### config.mk
export PLATFORM = sky130hd
export DESIGN_NAME = seq_mult_unit
export DESIGN_NICKNAME = d
export VERILOG_FILES = /design/src/rtl/seq_mult_unit.sv
export SDC_FILE = /design/constraint.sdc
export NUM_CORES = 1
export LEC_CHECK = 0
export BUFFER_PORTS_ARGS = -buffer_cell sky130_fd_sc_hd__buf_2
export CAP_MARGIN = 20
export CORE_AREA = 2 2 151 153
export CTS_BUF_LIST = sky130_fd_sc_hd__clkbuf_4 sky130_fd_sc_hd__clkbuf_8
export CTS_CLUSTER_DIAMETER = 120
export DETAILED_ROUTE_END_ITERATION = 8
export DIE_AREA = 0 0 153 155
export PLACE_DENSITY = 0.83
export SETUP_SLACK_MARGIN = 0.3
export SLEW_MARGIN = 20
export SYNTH_ARGS = -nofsm -noshare
export SYNTH_HDL_FRONTEND = slang
export SYNTH_SLANG_ARGS = --single-unit
### constraint.sdc
create_clock -name clk -period 4.35 [get_ports clk]
set_input_delay 0 -clock clk [delete_from_list [all_inputs] [get_ports clk]]
set_output_delay 0 -clock clk [all_outputs]
set_load 0.01 [all_outputs]
### src/rtl/seq_mult_unit.sv
// ---------------------------------------------------------------------------
// seq_mult_unit
//   Sequential shift-add multiplier used by the ALU as its multiply resource.
//   The unit takes one ADD + SHIFT cycle pair per multiplier bit. In signed
//   mode it multiplies the magnitudes and negates the result at the end.
//   The product register holds its value from DONE until the next DONE.
//
// Parameters
//   WIDTH        operand width (>= 2); product is 2*WIDTH bits
//   CNT_W        iteration counter width (derived, do not override)
//
// Ports
//   clk          rising-edge clock
//   rst          asynchronous, active-high reset
//   start        request, sampled only in IDLE
//   signed_mode  1 = two's-complement operands, latched with start
//   a_in, b_in   multiplicand / multiplier, latched with start
//   product      result, held from done until the next result
//   busy         high in ADD, SHIFT, DONE
//   done         one-cycle pulse in DONE
//   add/shr/incr debug step strobes (ADD / SHIFT / SHIFT)
// ---------------------------------------------------------------------------
module seq_mult_unit #(
  parameter int WIDTH = 32,
  parameter int CNT_W = $clog2(WIDTH + 1)
) (
  input  logic                 clk,
  input  logic                 rst,
  input  logic                 start,
  input  logic                 signed_mode,
  input  logic [WIDTH-1:0]     a_in,
  input  logic [WIDTH-1:0]     b_in,
  output logic [2*WIDTH-1:0]   product,
  output logic                 busy,
  output logic                 done,
  output logic                 add,
  output logic                 shr,
  output logic                 incr
);

  localparam logic [1:0] S_IDLE  = 2'd0;
  localparam logic [1:0] S_ADD   = 2'd1;
  localparam logic [1:0] S_SHIFT = 2'd2;
  localparam logic [1:0] S_DONE  = 2'd3;

  logic [1:0]         state;
  logic [CNT_W-1:0]   cnt;
  logic [WIDTH-1:0]   m_reg;
  // P[2W:W] is the running partial sum (with carry), P[W-1:0] the multiplier.
  logic [2*WIDTH:0]   p_reg;
  logic               neg;

  logic [WIDTH-1:0]   a_abs;
  logic [WIDTH-1:0]   b_abs;
  logic [WIDTH:0]     sum;
  logic [2*WIDTH:0]   p_shift;
  logic [2*WIDTH-1:0] p_low;
  logic [CNT_W-1:0]   cnt_inc;

  // Magnitude of the most-negative value wraps to 2^(W-1), which is exactly
  // the right unsigned magnitude, so no extra bit is needed.
  assign a_abs   = (signed_mode && a_in[WIDTH-1]) ? -a_in : a_in;
  assign b_abs   = (signed_mode && b_in[WIDTH-1]) ? -b_in : b_in;
  assign sum     = {1'b0, p_reg[2*WIDTH-1:WIDTH]} + {1'b0, m_reg};
  assign p_shift = p_reg >> 1;
  assign p_low   = p_shift[2*WIDTH-1:0];
  assign cnt_inc = cnt + CNT_W'(1);

  // NOTE: state registers use non-blocking assignments so every flop samples
  // pre-edge values; blocking here would create order-dependent races.
  always_ff @(posedge clk or posedge rst) begin
    if (rst) begin
      // NOTE: the datapath registers are reset too (not just the FSM) so the
      // product reads zero after reset and never shows stale or X content.
      state   <= S_IDLE;
      cnt     <= '0;
      m_reg   <= '0;
      p_reg   <= '0;
      neg     <= 1'b0;
      product <= '0;
    end else begin
      case (state)
        S_IDLE: begin
          // Operands are only captured on an accepted start, so X on the
          // inputs while idle cannot reach the registers.
          if (start) begin
            m_reg <= a_abs;
            p_reg <= {{(WIDTH+1){1'b0}}, b_abs};
            neg   <= signed_mode & (a_in[WIDTH-1] ^ b_in[WIDTH-1]);
            cnt   <= '0;
            state <= S_ADD;
          end
        end
        S_ADD: begin
          if (p_reg[0]) begin
            p_reg[2*WIDTH:WIDTH] <= sum;
          end
          state <= S_SHIFT;
        end
        S_SHIFT: begin
          p_reg <= p_shift;
          cnt   <= cnt_inc;
          if (cnt_inc < CNT_W'(WIDTH)) begin
            state <= S_ADD;
          end else begin
            // Final shift: load the result from the post-shift value.
            product <= neg ? -p_low : p_low;
            state   <= S_DONE;
          end
        end
        S_DONE: begin
          state <= S_IDLE;
        end
        default: begin
          state <= S_IDLE;
        end
      endcase
    end
  end

  assign busy = (state != S_IDLE);
  assign done = (state == S_DONE);
  assign add  = (state == S_ADD);
  assign shr  = (state == S_SHIFT);
  assign incr = (state == S_SHIFT);

endmodule

==> results of run 1 <==
==> cell usage after synthesis, drive strengths merged, types with 11 or more instances <==
master | number | share of area (%)
o41ai | 16 | 1.3
or4 | 17 | 1.2
nand3 | 13 | 0.60
and3 | 11 | 0.63
a21oi | 75 | 3.5
clkbuf | 64 | 2.2
or3 | 18 | 1.1
xor2 | 107 | 8.6
nor3 | 20 | 0.92
a22oi | 30 | 2.1
ha | 40 | 4.6
nor2 | 68 | 2.3
o31ai | 43 | 3.0
inv | 21 | 0.73
dfrtp | 170 | 39
o21ai | 218 | 10
nand4 | 13 | 0.75
xnor2 | 42 | 3.4
a21o | 11 | 0.76
nand2 | 196 | 6.8
==> worst min-delay path by stage <==
| stage | startpoint | to | slack (ns) | cells past startpoint |
|---|---|---|---|---|
| CTS | b_in[13] | p_reg[13]$_DFFE_PP0P_ | 0.001 | 5 |
| detailed placement | a_in[31] | m_reg[31]$_DFFE_PP0P_ | 0.31 | 3 |
| finish | b_in[13] | p_reg[13]$_DFFE_PP0P_ | 0.03 | 5 |
| global route | b_in[20] | p_reg[20]$_DFFE_PP0P_ | 0.05 | 5 |
| floorplan | a_in[31] | m_reg[31]$_DFFE_PP0P_ | 0.14 | 2 |
| global placement | a_in[31] | m_reg[31]$_DFFE_PP0P_ | 0.30 | 3 |
==> report_power, final <==
group	internal, mW	switching (mW)
Sequential	1.99	0.596
Combinational	1.33	2.25
Clock	0.708	0.582
Total	4.03	3.43
==> worst max-delay path, delay by kind of cell <==
kind / cells / cell delay (ns)
AND/OR/NAND/NOR: 5 / 2.13
buffers and inverters: 3 / 1.27
AO/OA/AOI/OAI: 2 / 0.32
XOR/XNOR: 1 / 0.18
==> cell families after synthesis <==
family          synth area share, %
xor+xnor                      12.01
fa+ha+maj                     4.792
mux                          0.6565
flops                         39.16
compound gates                23.49
simple gates                  16.82
buf+inv                       3.075
==> final cells by class <==
type	count	share of cell area (%)
clock buffer	20	2.051
clock inverter	12	1.533
inverter	21	0.6445
multi-input combinational	1020	49.25
sequential	170	33.21
tap	285	2.783
timing repair buffer	202	10.53
==> metal layers <==
metal / routed length [um] / vias up
met5: 0 / -
met4: 852 / 0
met3: 1877 / 62
met2: 13380 / 397
met1: 12700 / 4728
li1: - / 4889
==> results.sh, run 1 <==
export IMPL_status="complete, no violations"
export IMPL_syn_area_um2=10860
export IMPL_cts_root_buf="clkbuf_8"
export IMPL_relSlewSlack_pct=40.98
export IMPL_ys_flop_type="dfrtp_1"
export IMPL_gp_congestion=0.9099
export IMPL_cts_sinks=170
export IMPL_peakVddDrop_mv=0.3316
export IMPL_finClkSkew_ns=0.01338
export IMPL_critPathRequiredTime_ns=4.69
export IMPL_core_area_um2=22230
export IMPL_final_common_cell="o21ai_0"
export IMPL_slew_violations=0
export IMPL_async_flop_share_pct=100.0
export IMPL_multiInputGateArea_um2=6311
export IMPL_endpoint="m_reg[30]$_DFFE_PP0P_"
export IMPL_setup_viol=0
export IMPL_startpoint="a_in[10]"
export IMPL_finalWirelength_um=28810
export IMPL_fillers=1986
export IMPL_vias=10076
export IMPL_largest_reg_flops=65
export IMPL_rows=55
export IMPL_grt_pass1_wl_um=46950
export IMPL_ctsHoldBuffers=59
export IMPL_worst_slew_pin_slew_ns=0.8854
export IMPL_synth_cells=1278
export IMPL_tritoncts="done"
export IMPL_grt_most_used_layer="met2"
export IMPL_drt_iter0_drc=717
export IMPL_register_area_um2=4255
export IMPL_report_final_hold_viol_count=0
export IMPL_synth_edff_count=0
export IMPL_holdWs_ns=0.02698
export IMPL_use_met2_pct=39.14
export IMPL_setup_tns_final_ns=0
export IMPL_period_needed_ns=3.566
export IMPL_crit_path_end_kind="register"
export IMPL_avgSynthCellArea_um2=8.500
export IMPL_dp_hpwl_um=20710
export IMPL_route_detailed_drc=0
export IMPL_grtUsageTotal_pct=24.23
export IMPL_syn_nets=1387
export IMPL_antenna_found_initial=0
export IMPL_area_delta_synth_final_pct=17.96
export IMPL_slowest_delay_ns=0.57
export IMPL_critPathArrivalTime_ns=3.91
export IMPL_placed_area_um2=11760
export IMPL_ff2ff_setup_slack_ns=1.01
export IMPL_startpoint_type="primary input"
export IMPL_final_cell_mix="214 x o21ai_0, 195 x nand2_1, 169 x dfrtp_1"
export IMPL_die_x_um=153
export IMPL_cts_buffers=17
export IMPL_grt_overflow_total=0
export IMPL_fin_cells=1730
export IMPL_grt_pass1_vias=9570
export IMPL_crit_slowest_cell="dlygate4sd3_1"
export IMPL_clk_pin_slew_ns=0.09
export IMPL_path_max_fanout=5
export IMPL_dr_pass1_iters=5
export IMPL_die_h_um=155
export IMPL_use_met3_pct=4.290
export IMPL_cts_resized=0
export IMPL_nets=1541
export IMPL_r2r_end="p_reg[56]$_DFFE_PP0P_"
export IMPL_layout_drive_gt1_share_pct=13.91
export IMPL_cts_buffer_depth=2
export IMPL_powerDensity_nw_per_um2=581.8
export IMPL_met1_usage_pct=32.47
export IMPL_critPathKind="primary input to register"
export IMPL_portBuffers=136
export IMPL_ys_seq_area_share_pct=39.16
export IMPL_die_area_um2=23720
export IMPL_antennaDiodeCount=0
export IMPL_r2r_start="p_reg[32]$_DFFE_PP0P_"
export IMPL_fmax_mhz=280.4
export IMPL_place_ws_ns=1.041
export IMPL_rsz0062_at_grt="false"
export IMPL_finalWorstSetupSlack_ns=0.7841
export IMPL_post_cts_buffers=0
export IMPL_p_leak_nw=5.675
export IMPL_crit_chain="dlygate4sd3_1 -> buf_2 -> or4_4 -> or3_4 -> or3b_1 -> or3_4 -> or4_4 -> o31ai_2 -> xor2_1 -> dlygate4sd3_1 -> o21ai_0"
export IMPL_io_pins=137
export IMPL_final_util_pct=57.65
export IMPL_start_util_pct=48.87
export IMPL_postRouteAntennaNets=0
export IMPL_worstRegToRegCells=10
export IMPL_grt_max_degree=171
export IMPL_clock_latency_ns=0.48
export IMPL_yosysWarningCount=0
export IMPL_finalInstanceArea_um2=12810
export IMPL_ys_ff_latch=170
export IMPL_maxCapViolCount=0
export IMPL_hp_class="primary input to register"
export IMPL_placed_cells=1639
export IMPL_finalCritPeriodShare_pct=81.98
export IMPL_htree_levels=4
export IMPL_wire_per_inst_um=16.65
export IMPL_via_per_inst=5.824
export IMPL_total_power_mw=7.455
export IMPL_ys_types=60
No activity file was read; power rests on OpenSTA's default activity.
==> run 2: changes to the inputs <==
--- a/config.mk
+++ b/config.mk
@@ -5,14 +5,15 @@
 export SDC_FILE = /design/constraint.sdc
 export NUM_CORES = 1
 export LEC_CHECK = 0
+export ABC_AREA = 1
 export BUFFER_PORTS_ARGS = -buffer_cell sky130_fd_sc_hd__buf_2
 export CAP_MARGIN = 20
-export CORE_AREA = 2 2 151 153
+export CORE_AREA = 2 2 167 169
 export CTS_BUF_LIST = sky130_fd_sc_hd__clkbuf_4 sky130_fd_sc_hd__clkbuf_8
 export CTS_CLUSTER_DIAMETER = 120
 export DETAILED_ROUTE_END_ITERATION = 8
-export DIE_AREA = 0 0 153 155
-export PLACE_DENSITY = 0.83
+export DIE_AREA = 0 0 169 171
+export PLACE_DENSITY = 0.8
 export SETUP_SLACK_MARGIN = 0.3
 export SLEW_MARGIN = 20
 export SYNTH_ARGS = -nofsm -noshare
==> constraint.sdc (replaced) <==
create_clock -name clk -period 3.4 [get_ports clk]
set_input_delay 0 -clock clk [delete_from_list [all_inputs] [get_ports clk]]
set_output_delay 0 -clock clk [all_outputs]
set_load 0.01 [all_outputs]
==> results.sh, run 2 <==
export IMPL_critPathRequiredTime_ns=3.78
export IMPL_route_detailed_drc=0
export IMPL_p_leak_nw=8.226
export IMPL_drt_iter0_drc=1257
export IMPL_startpoint_type="register"
export IMPL_crit_chain="inv_1 -> ha_1 -> buf_4 -> inv_1 -> o21ai_2 -> buf_4 -> clkinvlp_4 -> a21oi_1 -> o21ai_0 -> o21ai_0"
export IMPL_post_cts_buffers=0
export IMPL_cts_sinks=170
export IMPL_final_cell_mix="749 x nand2_1, 250 x inv_1, 213 x nor2_1"
export IMPL_powerDensity_nw_per_um2=268.0
export IMPL_place_ws_ns=0.5135
export IMPL_area_delta_synth_final_pct=14.76
export IMPL_hp_class="primary input to register"
export IMPL_final_common_cell="nand2_1"
export IMPL_synth_most_common_cell="nand2_1"
export IMPL_peakVddDrop_mv=0.2269
export IMPL_yosysWarningCount=0
export IMPL_cts_root_buf="clkbuf_8"
export IMPL_slowest_delay_ns=0.56
export IMPL_dr_pass1_iters=6
export IMPL_yosys_area_top_type_share_pct=31.75
export IMPL_syn_area_um2=13400
export IMPL_grt_pass1_vias=13422
export IMPL_die_x_um=169
export IMPL_io_pins=137
export IMPL_grtUsageTotal_pct=30.32
export IMPL_setup_tns_final_ns=0
export IMPL_holdWs_ns=0.009879
export IMPL_status="complete, no violations"
export IMPL_finClkSkew_ns=0.02014
export IMPL_wire_per_inst_um=16.55
export IMPL_grt_overflow_total=0
export IMPL_worst_path_buf_inv=5
export IMPL_gp_congestion=0.9749
export IMPL_finalWorstSetupSlack_ns=0.7078
export IMPL_critPathKind="register to register"
export IMPL_setup_viol=0
export IMPL_ys_seq_area_share_pct=31.75
export IMPL_dp_hpwl_um=33710
export IMPL_clock_latency_ns=0.48
export IMPL_synth_top_cell_by_area="dfrtp_1"
export IMPL_portBuffers=136
export IMPL_rows=61
export IMPL_grt_max_degree=65
export IMPL_htree_levels=4
export IMPL_synth_cells=2126
export IMPL_vias=14640
export IMPL_ys_flop_type="dfrtp_1"
export IMPL_crit_slowest_cell="clkinvlp_4"
export IMPL_ys_types=52
export IMPL_start_util_pct=49.03
export IMPL_path_max_fanout=39
export IMPL_clk_pin_slew_ns=0.09
export IMPL_core_area_um2=27320
export IMPL_fin_cells=2655
export IMPL_layout_drive_gt1_share_pct=10.57
export IMPL_antenna_found_initial=0
export IMPL_die_area_um2=28900
export IMPL_synth_edff_count=0
export IMPL_fmax_mhz=371.4
export IMPL_maxCapViolCount=0
export IMPL_worst_slew_pin_slew_ns=0.9403
export IMPL_avgSynthCellArea_um2=6.302
export IMPL_netlist_top_cells_count="749 x nand2_1, 251 x inv_1, 213 x nor2_1, 171 x nand3_1, 170 x dfrtp_1"
export IMPL_period_needed_ns=2.692
export IMPL_postRouteAntennaNets=0
export IMPL_syn_nets=2235
export IMPL_crit_family="buffers and inverters"
export IMPL_grt_pass1_wl_um=69350
export IMPL_ys_ff_latch=170
export IMPL_nets=2405
export IMPL_async_flop_share_pct=100.0
export IMPL_crit_path_end_kind="register"
export IMPL_total_power_mw=4.120
export IMPL_critPathArrivalTime_ns=3.07
export IMPL_die_h_um=171
export IMPL_placed_cells=2561
export IMPL_report_final_hold_viol_count=0
export IMPL_finalCritPeriodShare_pct=79.18
export IMPL_largest_reg_flops=65
export IMPL_slew_violations=0
export IMPL_relSlewSlack_pct=36.93
export IMPL_tritoncts="done"
export IMPL_yosys_top_cells_area="dfrtp_1 32%, nand2_1 21%, inv_1 7.0%"
export IMPL_cts_buffers=17
export IMPL_rsz0062_at_grt="false"
export IMPL_via_per_inst=5.514
export IMPL_cts_buffer_depth=2
export IMPL_finalWirelength_um=43950
export IMPL_antennaDiodeCount=0
run 2: metrics by stage:
step	area, um2	utilization (%)
3_5_place_dp	14360	52.54
3_3_place_gp	14360	52.54
5_1_grt	15380	56.27
2_1_floorplan	13400	-
6_report	15380	56.27
4_1_cts	15370	56.25
run 2: timing repair:
item | 4_1_cts | 5_1_grt
hold buffers | 62 | 0
gates resized for setup | 0 | 2
hold endpoints to repair | 127 | 0
setup endpoints to repair | 0 | 23
run 2: area by class of cell:
type	count	area, um2
fill	2677	11950
sequential	170	4255
timing repair buffer	214	1434
inverter	260	987.2
clock inverter	14	151.4
clock buffer	18	241.5
tap	346	432.9
multi-input combinational	1633	7874
run 2: logic make-up (layout without fill, tap and decap cells):
group / Yosys count / count (layout) / share of synthesized area (%)
AOI/OAI and AO/OA: 277 / 277 / 11.19
DFF: 170 / 170 / 31.75
adders and majority gates: 41 / 41 / 3.885
and+or+nand+nor: 1258 / 1258 / 39.94
xor gates and xnor gates: 57 / 57 / 3.726
buffers and inverters: 323 / 506 / 9.507
run 2: final timing paths:
check | startpoint | to | slack, ns | cells past startpoint
max | state[0]$_DFFE_PP0P_ | p_reg[28]$_DFFE_PP0P_ | 0.71 | 10
min | b_in[25] | p_reg[25]$_DFFE_PP0P_ | 0.01 | 5
max reg2reg | state[0]$_DFFE_PP0P_ | p_reg[28]$_DFFE_PP0P_ | 0.71 | 10
min reg2reg | product[42]$_DFFE_PP0P_ | product[42]$_DFFE_PP0P_ | 0.48 | 2
max in group asynchronous | rst | neg$_DFFE_PP0P_ | 2.31 | 4
min in group asynchronous | rst | product[39]$_DFFE_PP0P_ | 0.05 | 3
run 2: metal layers:
metal | share of wire, % | global-route usage (%) | vias up
met1 | 46 | 44.59 | 6681
met3 | 9.4 | 5.158 | 105
met2 | 42 | 44.87 | 727
li1 | - | - | 7127
met4 | 3.3 | 10.67 | 0
met5 | 0 | 0 | -
run 2: worst min-delay path, cell delays in order:
cell	delay, ns
buf_2	0.08
inv_1	0.09
a21oi_1	0.12
o21ai_0	0.10
nand2_1	0.06
run 2: report_power, final:
part           total (mW)  internal (mW)  switching (mW)
Sequential           2.09           2.06          0.0331
Clock                1.48          0.620           0.861
Combinational       0.548          0.204           0.344
==> run 3: changes to the inputs <==
==> constraint.sdc (replaced) <==
create_clock -name clk -period 2.85 [get_ports clk]
set_input_delay 0 -clock clk [delete_from_list [all_inputs] [get_ports clk]]
set_output_delay 0 -clock clk [all_outputs]
set_load 0.01 [all_outputs]
==> results.sh, run 3 (synthesis results as in run 2) <==
export IMPL_worst_slew_pin_slew_ns=0.8642
export IMPL_critPathRequiredTime_ns=3.24
export IMPL_wire_per_inst_um=16.80
export IMPL_vias=14847
export IMPL_area_delta_synth_final_pct=16.89
export IMPL_placed_area_um2=14490
export IMPL_grt_max_degree=65
export IMPL_r2r_end="m_reg[31]$_DFFE_PP0P_"
export IMPL_start_util_pct=49.03
export IMPL_grt_overflow_total=0
export IMPL_gp_congestion=0.9997
export IMPL_final_common_cell="nand2_1"
export IMPL_status="complete, no violations"
export IMPL_finalWorstSetupSlack_ns=0.3908
export IMPL_hp_class="primary input to register"
export IMPL_cts_sinks=170
export IMPL_clock_latency_ns=0.50
export IMPL_route_detailed_drc=0
export IMPL_finalInstanceArea_um2=15660
export IMPL_via_per_inst=5.540
export IMPL_powerDensity_nw_per_um2=320.5
export IMPL_finalCritPeriodShare_pct=86.29
export IMPL_core_area_um2=27320
export IMPL_critPathArrivalTime_ns=2.85
export IMPL_fmax_mhz=406.6
export IMPL_dp_hpwl_um=33940
export IMPL_startpoint_type="register"
export IMPL_endpoint="m_reg[31]$_DFFE_PP0P_"
export IMPL_die_area_um2=28900
export IMPL_finClkSkew_ns=0.02379
export IMPL_final_cell_mix="748 x nand2_1, 249 x inv_1, 209 x nor2_1"
export IMPL_largest_reg_flops=65
export IMPL_clk_pin_slew_ns=0.11
export IMPL_antennaDiodeCount=0
export IMPL_placed_cells=2576
export IMPL_drt_iter0_drc=1462
export IMPL_cts_buffers=17
export IMPL_setup_tns_final_ns=0
export IMPL_nets=2430
export IMPL_setup_viol=0
export IMPL_peakVddDrop_mv=0.2474
export IMPL_cts_buffer_depth=2
export IMPL_slew_violations=0
export IMPL_grtUsageTotal_pct=30.97
export IMPL_fin_cells=2680
export IMPL_antenna_found_initial=0
export IMPL_p_leak_nw=8.356
export IMPL_die_h_um=171
export IMPL_total_power_mw=5.019
export IMPL_crit_path_end_kind="register"
export IMPL_grt_pass1_wl_um=70370
export IMPL_maxCapViolCount=0
export IMPL_postRouteAntennaNets=0
export IMPL_tritoncts="done"
export IMPL_htree_levels=4
export IMPL_path_max_fanout=42
export IMPL_cts_root_buf="clkbuf_8"
export IMPL_relSlewSlack_pct=42.03
export IMPL_grt_pass1_vias=13435
export IMPL_r2r_start="state[0]$_DFFE_PP0P_"
export IMPL_die_x_um=169
export IMPL_layout_drive_gt1_share_pct=11.44
export IMPL_dr_pass1_iters=6
export IMPL_ff2ff_setup_slack_ns=0.39
export IMPL_portBuffers=136
export IMPL_worstRegToRegCells=9
export IMPL_place_ws_ns=0.4911
export IMPL_critPathKind="register to register"
export IMPL_startpoint="state[0]$_DFFE_PP0P_"
export IMPL_finalWirelength_um=45020
export IMPL_io_pins=137
export IMPL_report_final_hold_viol_count=0
export IMPL_period_needed_ns=2.459
export IMPL_rsz0062_at_grt="true"
export IMPL_rows=61
[run 3: cell count changes in the layout (fill, tap and decap cells not counted), sizes merged]
| cell | before | now |
|---|---|---|
| buf | 152 | 169 |
| dlygate4sd3 | 62 | 70 |
| clkinv | 7 | 11 |
| clkinvlp | 4 | 2 |
| bufinv | 1 | 0 |
| clkbuf | 18 | 17 |
[run 3: area by class of cell]
| class | instances | area [um2] |
|---|---|---|
| fillers | 2617 | 11660 |
| multi-input cells | 1633 | 7899 |
| flip-flops and latches | 170 | 4255 |
| repair buffers | 239 | 1670 |
| inverters | 260 | 983.4 |
| well taps | 346 | 432.9 |
| clock buffers | 17 | 234.0 |
| clock inverters | 15 | 186.4 |
[run 3: how the worst min path moves through the flow]
| stage | from | end | slack (ns) | cells past startpoint |
|---|---|---|---|---|
| 2_1_floorplan | a_in[13] | m_reg[13]$_DFFE_PP0P_ | 0.15 | 2 |
| 3_3_place_gp | rst | product[38]$_DFFE_PP0P_ | 0.17 | 2 |
| 3_5_place_dp | rst | product[40]$_DFFE_PP0P_ | 0.18 | 2 |
| 4_1_cts | b_in[16] | p_reg[16]$_DFFE_PP0P_ | 0.003 | 5 |
| 5_1_grt | b_in[17] | p_reg[17]$_DFFE_PP0P_ | 0.05 | 5 |
| 6_report | b_in[16] | p_reg[16]$_DFFE_PP0P_ | 0.04 | 5 |
[run 3: critical path, stage by stage, from the launching register on]
cell	delay, ns
dfrtp_1	0.42
inv_1	0.10
ha_1	0.27
nand2_1	0.17
buf_6	0.30
clkinv_1	0.11
buf_4	0.25
o2111ai_1	0.12
dlygate4sd3_1	0.57
nand2_1	0.05
[run 3: repair_timing]
item	4_1_cts	5_1_grt
hold buffers	70	0
buffers inserted	0	2
hold endpoints to repair	87	0
gates resized for setup	0	10
endpoints found under the setup margin	0	13
[run 3: report_power, final]
group	internal [mW]	switching, mW
sequential	2.46	0.0394
clock	0.685	1.16
combinational	0.261	0.420
[run 3: layer usage]
metal	routed length, um	global-route usage (%)	share of wire, %	vias to the layer above
met1	20180	45.04	45	6811
met2	19130	46.90	42	762
met4	1371	10.26	3.0	0
li1	-	-	-	7176
met3	4344	5.112	9.6	98
met5	0	0	0	-
[run 3: stage by stage]
step / hold WS (ns) / utilization [%]
6_report: 0.04067 / 57.32
5_1_grt: 0.05216 / 57.32
4_1_cts: 0.002559 / 57.14
3_5_place_dp: 0.1788 / 53.04
3_3_place_gp: 0.1702 / 53.04
2_1_floorplan: 0.1453 / -
